$ cat src/rtl/video_tpg.sv
// Raster test-pattern source: YCbCr 4:4:4 with de/hs/vs/sof timing; patterns solid, h-ramp, v-ramp, color bars.
// Latency 1 clk from counter state to outputs; no backpressure. VIDEO_TPG_FRAME_CNT_EN adds frame_cnt_o and scrolling h-ramp.
module video_tpg #(
   parameter int PIXEL_WIDTH = 8,
   parameter int H_ACTIVE    = 640,
   parameter int H_FP        = 16,
   parameter int H_SYNC      = 96,
   parameter int H_BP        = 48,
   parameter int V_ACTIVE    = 480,
   parameter int V_FP        = 10,
   parameter int V_SYNC      = 2,
   parameter int V_BP        = 33
) (
   input  logic                   clk,
   input  logic                   rst_n,
   input  logic                   en_i,
   input  logic [1:0]             mode_i,
   input  logic [PIXEL_WIDTH-1:0] solid_y_i,
   input  logic [PIXEL_WIDTH-1:0] solid_cb_i,
   input  logic [PIXEL_WIDTH-1:0] solid_cr_i,
   output logic [PIXEL_WIDTH-1:0] y_o,
   output logic [PIXEL_WIDTH-1:0] cb_o,
   output logic [PIXEL_WIDTH-1:0] cr_o,
   output logic                   de_o,
   output logic                   hs_o,
   output logic                   vs_o,
   output logic                   sof_o,
   output logic                   busy_o
`ifdef VIDEO_TPG_FRAME_CNT_EN
   ,
   output logic [15:0]            frame_cnt_o
`endif
);

   localparam int H_TOTAL = H_ACTIVE + H_FP + H_SYNC + H_BP;
   localparam int V_TOTAL = V_ACTIVE + V_FP + V_SYNC + V_BP;
   localparam int HW      = $clog2(H_TOTAL);
   localparam int VW      = $clog2(V_TOTAL);
   localparam int BAR_W   = H_ACTIVE / 8;
   localparam int BW      = $clog2(BAR_W + 1);

   localparam logic [HW-1:0] H_LAST = HW'(H_TOTAL - 1);
   localparam logic [HW-1:0] H_ACT  = HW'(H_ACTIVE);
   localparam logic [HW-1:0] HS_BEG = HW'(H_ACTIVE + H_FP);
   localparam logic [HW-1:0] HS_LST = HW'(H_ACTIVE + H_FP + H_SYNC - 1);
   localparam logic [VW-1:0] V_LAST = VW'(V_TOTAL - 1);
   localparam logic [VW-1:0] V_ACT  = VW'(V_ACTIVE);
   localparam logic [VW-1:0] VS_BEG = VW'(V_ACTIVE + V_FP);
   localparam logic [VW-1:0] VS_LST = VW'(V_ACTIVE + V_FP + V_SYNC - 1);
   localparam logic [BW-1:0] BAR_LAST = BW'(BAR_W - 1);
   localparam logic [PIXEL_WIDTH-1:0] MID = {1'b1, {(PIXEL_WIDTH-1){1'b0}}};

   typedef enum logic {IDLE = 1'b0, RUN = 1'b1} state_t;

   state_t          state, state_nxt;
   logic [HW-1:0]   h_cnt;
   logic [VW-1:0]   v_cnt;
   logic [BW-1:0]   bar_pix;
   logic [2:0]      bar_idx;
   logic [1:0]      mode_q;
   logic            frame_end, relatch;
   logic            de_d, hs_d, vs_d, sof_d;
   logic [PIXEL_WIDTH-1:0] pix_y, pix_cb, pix_cr;
   logic [23:0]     bar_ycc;

   assign frame_end = (state == RUN) && (h_cnt == H_LAST) && (v_cnt == V_LAST);
   assign relatch   = en_i && ((state == IDLE) || frame_end);

   always_ff @(posedge clk) begin
      if (!rst_n) state <= IDLE;
      else        state <= state_nxt;
   end

   always_comb begin
      state_nxt = state;
      case (state)
         IDLE:    if (en_i) state_nxt = RUN;
         RUN:     if (frame_end && !en_i) state_nxt = IDLE;
         default: state_nxt = IDLE;
      endcase
   end

   // Bar counters shadow h_cnt so the bar index needs no divider.
   always_ff @(posedge clk) begin
      if (!rst_n) begin
         h_cnt   <= '0;
         v_cnt   <= '0;
         bar_pix <= '0;
         bar_idx <= '0;
         mode_q  <= '0;
      end else begin
         if (relatch) mode_q <= mode_i;
         if (state != RUN || h_cnt == H_LAST) begin
            h_cnt   <= '0;
            bar_pix <= '0;
            bar_idx <= '0;
         end else begin
            h_cnt <= h_cnt + 1'b1;
            if (bar_pix == BAR_LAST) begin
               bar_pix <= '0;
               bar_idx <= bar_idx + 1'b1;
            end else begin
               bar_pix <= bar_pix + 1'b1;
            end
         end
         if (state != RUN)         v_cnt <= '0;
         else if (h_cnt == H_LAST) v_cnt <= (v_cnt == V_LAST) ? '0 : v_cnt + 1'b1;
      end
   end

`ifdef VIDEO_TPG_FRAME_CNT_EN
   always_ff @(posedge clk) begin
      if (!rst_n)         frame_cnt_o <= '0;
      else if (frame_end) frame_cnt_o <= frame_cnt_o + 16'd1;
   end
`endif

   always_comb begin
      case (bar_idx)
         3'd0:    bar_ycc = {8'd235, 8'd128, 8'd128};
         3'd1:    bar_ycc = {8'd210, 8'd16,  8'd146};
         3'd2:    bar_ycc = {8'd170, 8'd166, 8'd16 };
         3'd3:    bar_ycc = {8'd145, 8'd54,  8'd34 };
         3'd4:    bar_ycc = {8'd106, 8'd202, 8'd222};
         3'd5:    bar_ycc = {8'd81,  8'd90,  8'd240};
         3'd6:    bar_ycc = {8'd41,  8'd240, 8'd110};
         default: bar_ycc = {8'd16,  8'd128, 8'd128};
      endcase
   end

   always_comb begin
      de_d   = (h_cnt < H_ACT) && (v_cnt < V_ACT);
      hs_d   = (h_cnt >= HS_BEG) && (h_cnt <= HS_LST);
      vs_d   = (v_cnt >= VS_BEG) && (v_cnt <= VS_LST);
      sof_d  = de_d && (h_cnt == '0) && (v_cnt == '0);
      pix_y  = '0;
      pix_cb = '0;
      pix_cr = '0;
      if (de_d) begin
         case (mode_q)
            2'd0: begin
               pix_y  = solid_y_i;
               pix_cb = solid_cb_i;
               pix_cr = solid_cr_i;
            end
            2'd1: begin
`ifdef VIDEO_TPG_FRAME_CNT_EN
               pix_y  = PIXEL_WIDTH'(32'(h_cnt) + 32'(frame_cnt_o));
`else
               pix_y  = PIXEL_WIDTH'(h_cnt);
`endif
               pix_cb = MID;
               pix_cr = MID;
            end
            2'd2: begin
               pix_y  = PIXEL_WIDTH'(v_cnt);
               pix_cb = MID;
               pix_cr = MID;
            end
            default: begin
               pix_y  = PIXEL_WIDTH'(bar_ycc[23:16]) << (PIXEL_WIDTH - 8);
               pix_cb = PIXEL_WIDTH'(bar_ycc[15:8])  << (PIXEL_WIDTH - 8);
               pix_cr = PIXEL_WIDTH'(bar_ycc[7:0])   << (PIXEL_WIDTH - 8);
            end
         endcase
      end
   end

   always_ff @(posedge clk) begin
      if (!rst_n || state != RUN) begin
         y_o    <= '0;
         cb_o   <= '0;
         cr_o   <= '0;
         de_o   <= 1'b0;
         hs_o   <= 1'b0;
         vs_o   <= 1'b0;
         sof_o  <= 1'b0;
         busy_o <= 1'b0;
      end else begin
         y_o    <= pix_y;
         cb_o   <= pix_cb;
         cr_o   <= pix_cr;
         de_o   <= de_d;
         hs_o   <= hs_d;
         vs_o   <= vs_d;
         sof_o  <= sof_d;
         busy_o <= 1'b1;
      end
   end

endmodule

$ cat config.mk
export PLATFORM = sky130hd
export DESIGN_NAME = video_tpg
export DESIGN_NICKNAME = d
export VERILOG_FILES = /design/src/rtl/video_tpg.sv
export SDC_FILE = /design/constraint.sdc
export NUM_CORES = 1
export LEC_CHECK = 0
export ABC_AREA = 1
export BUFFER_PORTS_ARGS = -buffer_cell sky130_fd_sc_hd__buf_4
export CAP_MARGIN = 20
export CORE_MARGIN = 10
export CORE_UTILIZATION = 59
export DETAILED_ROUTE_END_ITERATION = 8
export PLACE_DENSITY = 0.88
export RECOVER_POWER = 50
export SLEW_MARGIN = 30
export SYNTH_ARGS = -nofsm -noshare
export SYNTH_HDL_FRONTEND = slang
export SYNTH_SLANG_ARGS = --single-unit
$ cat constraint.sdc
create_clock -name clk -period 4.2 [get_ports clk]
set_input_delay 0.63 -clock clk [delete_from_list [all_inputs] [get_ports clk]]
set_output_delay 0.63 -clock clk [all_outputs]
set_load 0.05 [all_outputs]
* Word-level counts from Yosys, hierarchy flattened
Index checks and enable logic that the tools add are counted.
** Storage, ports and cells
- Logic and storage cells :: 70
- Bits in registers :: 62
** Cells by class
- Multiplexer cells :: 9
- Reductions and logical operators :: 23
- Magnitude comparators :: 6
- Equality and inequality tests :: 11
- Add/sub/neg operators :: 4
- Bitwise gates (word level) :: 3
** Operator list (count)
- one-hot mux 24 bit (7 select lines) :: 1
- one-hot mux 8 bit (2 select lines) :: 2
- one-hot mux 8 bit (3 select lines) :: 1
- adder 10 x 1 -> 10 bit, second input constant :: 2
- equality test 10 bit, second input constant :: 2
- logical NOT 10 bit :: 2
- >= comparator 10 bit, second input constant :: 1
- >= comparator 10 x 9 -> 1 bit, second input constant :: 1
- less-or-equal comparator 10 bit, second input constant :: 1
- less-or-equal comparator 10 x 9 -> 1 bit, second input constant :: 1
- less-than comparator 10 bit, second input constant :: 1
- less-than comparator 10 x 9 -> 1 bit, second input constant :: 1
- two-way mux 10 bit :: 1
- equality test 3 bit, second input constant :: 3
- logical AND 1 bit :: 9
- adder 7 x 1 -> 7 bit, second input constant :: 1
- equality test 7 bit, second input constant :: 1
- equality test 3 x 2 -> 1 bit, second input constant :: 2
- OR reduction 2 bit :: 3
- adder 3 x 1 -> 3 bit, second input constant :: 1
- equality test 3 x 1 -> 1 bit, second input constant :: 1
- logical NOT 3 bit :: 1
- logical OR 1 bit :: 3
- two-way mux 1 bit :: 3
- 8 further kinds :: 11

* Longest topological paths before layout
- Depth in word-level cells :: 6
- Depth in mapped cells :: 10
- Gate-level depth less buffers :: 10

* Worst setup path before layout
Ideal clock, no wire load.
- Kind :: reg-to-reg
- From :: register bar_idx[2]
- To :: register y_o[3]
- Library setup time :: 0.120 ns
- Slack :: 2.732 ns
- Arrival time :: 1.348 ns
- Path buffers :: 0
- Cell stages (with the launch flop) :: 9
- Path through :: dfxtp_1 -> inv_1 -> ha_1 -> inv_1 -> nand3_1 -> nor3_1 -> nor2_1 -> nand2_1 -> a21oi_1
** Between the ends
- Word-level cells in the longest chain between the ends :: 3
- Elaborated cells on any way between the ends :: 9
- Those cells by class :: eq/ne (6); mux (2); reduce/logical (1)
** Ends and longest elaborated chain
- from (decl) :: line 59 : logic [2:0] bar_idx;
- from (signal assigned) :: line 101 : bar_idx <= bar_idx + 1'b1;
- equality test 3 bit (tied with other cells) :: line 119 : case (bar_idx)
- one-hot mux 24 bit (7 select lines) (*) :: line 119
- one-hot mux 8 bit (3 select lines) (*) :: line 140 : case (mode_q)
- to (signal assigned) :: line 180 : y_o <= pix_y;
- to (decl) :: line 21 : output logic [PIXEL_WIDTH-1:0] y_o,
Every way passes the cells marked *; elsewhere a longest branch is shown, timed or not.
A chain may end at the register's enable or synchronous reset.

* Worst setup path in the final report
- From :: register h_cnt[0]
- To :: register bar_idx[2]
** Between the ends
- Word-level cells in the longest chain between the ends :: 3
** Ends and longest elaborated chain
- from (decl) :: line 56 : logic [HW-1:0] h_cnt;
- from (signal assigned) :: line 98 : h_cnt <= h_cnt + 1'b1;
- equality test 10 bit :: line 93 : if (state != RUN || h_cnt == H_LAST) begin
- logical OR 1 bit :: line 93
- OR reduction 2 bit (no line)
Every way passes these cells.

==> metrics.md <==
| Metric | Value |
|---|---|
| Setup Buffers After CTS | 0 |
| Die W | 91.5 um |
| WP data required | 4430 ps |
| Final Hold Vio Count | 0 |
| Synth area leader | dfxtp_1 |
| Reg-to-Reg End | bar_idx[2]$_SDFFE_PP0P_ |
| Max-cap viol count | 0 |
| Wire per inst | 14.4 um |
| Top FF cell, synth | dfxtp_1 |
| GRT Residual Overflow | 0 |
| R2r setup slk | 1610 ps |
| Final Skew | 4.56 ps |
| Share of the synthesized area in the top cell type | 41.2% |
| Final min period | 2590 ps |
| Period utilisation layout | 61.7% |
| Initial core utilization | 62.2% |
| TritonCTS Buffers | 9 |
| Synth top area cells | dfxtp_1 41%, nand2_1 10%, ha_1 7.1% |
| Ys Warns | 0 |
| First-pass GRT wire length | 12600 um |
| Clock tree buffer depth | 2 |
| Worst setup EP type | flop |
| Clock Sinks | 62 |
| Sequential area share after synthesis | 41.2% |
| P_leak | 1.52 nW |
| Crit path kind | flop to flop |
| Worst Hold Depth | 1 |
| Min-Delay Path Class | flop to flop |
| Reg2reg start | h_cnt[0]$_SDFF_PP0_ |
| Drt first-iter violations | 342 |
| Pwr per Cell Area | 375 nW/um2 |
| Post-synth ARST share | 0% |
| Max VDD drop | 232 uV |
| Critical Path Fanout Max | 10 |
| Most frequent cells after synthesis | 80 x nand2_1, 62 x dfxtp_1, 51 x nor2_1 |
| CTS tree | yes |
| Final setup TNS | 0 ps |
| Clock slew at reported path FFs | 70 ps |
| Cell count of the worst reg-to-reg path | 8 |
| Worst hold start | bar_pix[0]$_SDFF_PP0_ |
| Cell row count | 25 |
| DRC | 0 |
| DP HPWL | 5890 um |
| Vias | 2892 |
| Top delay family on crit path | simple AND/OR/NAND/NOR gates |
| Synth Area per Inst | 7.42 um2 |
| Fmax | 386 MHz |
| Final setup fails | 0 |
| Core Footprint | 4850 um2 |
| Post-DRT Antenna Nets | 0 |
| Critical Path, Cell by Cell | ha_1 > nand2_2 > nor2_1 > nand2_4 > nor2_1 > nor2_1 > inv_1 > nor2_1 |
| Vias in the first global route | 2724 |
| Syn Std Cell Area | 3010 um2 |
| Worst setup margin | 1610 ps |
| Crit path buffers/inverters | 1 |
| Post-synthesis register bit count | 62 |
| Fillers | 422 |
| CTS root buf | clkbuf_8 |
| Area delta synth->final | 17.8% |
| CP startpoint kind | flop |
| Buffers on Ports | 57 |
| DR vias/cell | 5.39 |
| Reg area | 1240 um2 |
| Skew-Pair Late Insertion Delay | 350 ps |
| Most frequent cell on the critical path | nor2_1 |
| Hold EP | bar_pix[0]$_SDFF_PP0_ |
| Number of enable flip-flop cells after synthesis | 0 |
| Syn_nets | 453 |
| GPL Wtd Cong | 0.954 |
| Overall power | 0.00133 W |
| Number of gates resized after CTS | 0 |
| H-tree depth | 3 |
| Largest net degree at the start of global routing | 25 |
| Die Y | 91.5 um |
| Cell variety after synth | 31 |
| Worst-Margin Slew | 813 ps |
| Hold buffers post-CTS | 0 |
| Nets | 512 |
| Full die area | 8370 um2 |
| Unrepaired setup endpoints after global routing | false |
| Cells after DPL | 521 |
| Fin. max-slew vios | 0 |
| Final WL | 7750 um |
| Rel. slew slack | 45.6% |
| Layout cells sized above 1 | 11.9% |
| Count leader, synth | nand2_1 |
| Setup WS pre-CTS | 2110 ps |
| Diode count | 0 |
| Total track usage | 18.4% |
| Crit path largest cell delay | 630 ps |
| CP arrival | 2820 ps |
| Initial antenna violation count | 0 |
| Layout Cells excl Fill | 537 |
| Minimum hold slack | 446 ps |
| IO Count | 58 |
| Footprint of the multi-input gates | 1490 um2 |
| CP max stage cell | nor2_1 |
| Status | complete, no violations |
| DRT Pass-1 Iters | 5 |
| Syn Inst Count | 406 |
==> final cells by class <==
class	count	area share, %
Clock inverter	2	1.06
Multi-Input combinational cell	283	42.0
Sequential cell	62	34.9
Timing Repair Buffer	57	8.98
Clock buffer	14	5.14
Inverter	52	5.49
Tap cell	67	2.36
==> worst reg2reg max path: cells and delay by family (launching register included) <==
family	cells	cell delay, ps
adders and majority gates	1	210
DFF	1	400
and+or+nand+nor	6	1570
buffers and inverters	1	290
==> power by group <==
group	switching [W]	internal, W	total [W]
registers	0.00000783	0.000606	0.000613
clock network	0.000226	0.000339	0.000565
logic	0.000109	0.0000456	0.000155
total	0.000343	0.000990	0.00133
==> placed cells by master (no fill, tap or decap), drive strengths merged, types with 2 or more instances in the layout <==
| cell | Yosys | final |
|---|---|---|
| nor2 | 57 | 57 |
| clkbuf | 6 | 43 |
| nand3 | 26 | 26 |
| nor3b | 2 | 2 |
| nand4 | 8 | 8 |
| dfxtp | 62 | 62 |
| nand2 | 87 | 87 |
| a211oi | 2 | 2 |
| inv | 52 | 52 |
| o21ai | 21 | 21 |
| a22oi | 4 | 4 |
| buf | 3 | 28 |
| a21oi | 39 | 39 |
| ha | 17 | 17 |
| xor2 | 6 | 6 |
| nor3 | 6 | 6 |
==> how the worst max path moves through the flow <==
stage,cells past startpoint,startpoint,slack (ps),to
finish,8,h_cnt[0]$_SDFF_PP0_,1610,bar_idx[2]$_SDFFE_PP0P_
global route,8,h_cnt[0]$_SDFF_PP0_,1240,h_cnt[2]$_SDFF_PP0_
CTS,6,mode_q[0]$_SDFFE_PN0P_,2260,cr_o[7]$_SDFF_PP0_
detailed placement,7,rst_n,2110,y_o[4]$_SDFF_PP0_
global placement,7,rst_n,2210,y_o[4]$_SDFF_PP0_
floorplan,8,bar_idx[2]$_SDFFE_PP0P_,2730,y_o[3]$_SDFF_PP0_
==> layer usage <==
layer  vias up  global-route usage (%)  part of all wire [%]
met4         0                    6.66                   1.4
li1       1428                       -                     -
met2       122                    29.2                    47
met5         -                       0                     0
met3        12                    7.98                   8.5
met1      1330                    21.6                    43
==> state kept, by name, summed over array words and instances, names as in the netlist <==
name	cells
busy_o	1
cr_o	8
de_o	1
cb_o	8
bar_idx	3
hs_o	1
h_cnt	10
mode_q	2
vs_o	1
state	1
v_cnt	10
sof_o	1
y_o	8
bar_pix	7
==> stage by stage <==
step                utilization, %  instance area [um2]
floorplan                        -                 3010
global placement              71.9                 3490
detailed placement            71.9                 3490
CTS                           76.5                 3710
global route                  73.3                 3550
finish                        73.3                 3550
==> logic make-up (layout without fill, tap and decap cells) <==
family,Yosys count,in the layout,synth area share [%]
buffers and inverters,61,125,7.72
AO/OA/AOI/OAI,69,69,12.3
flip-flops,62,62,41.2
adder cells (fa/ha/maj),18,18,7.72
XOR/XNOR,7,7,2.03
AND/OR/NAND/NOR,189,189,29.1
Note: power is estimated with default switching activity, not from simulation.
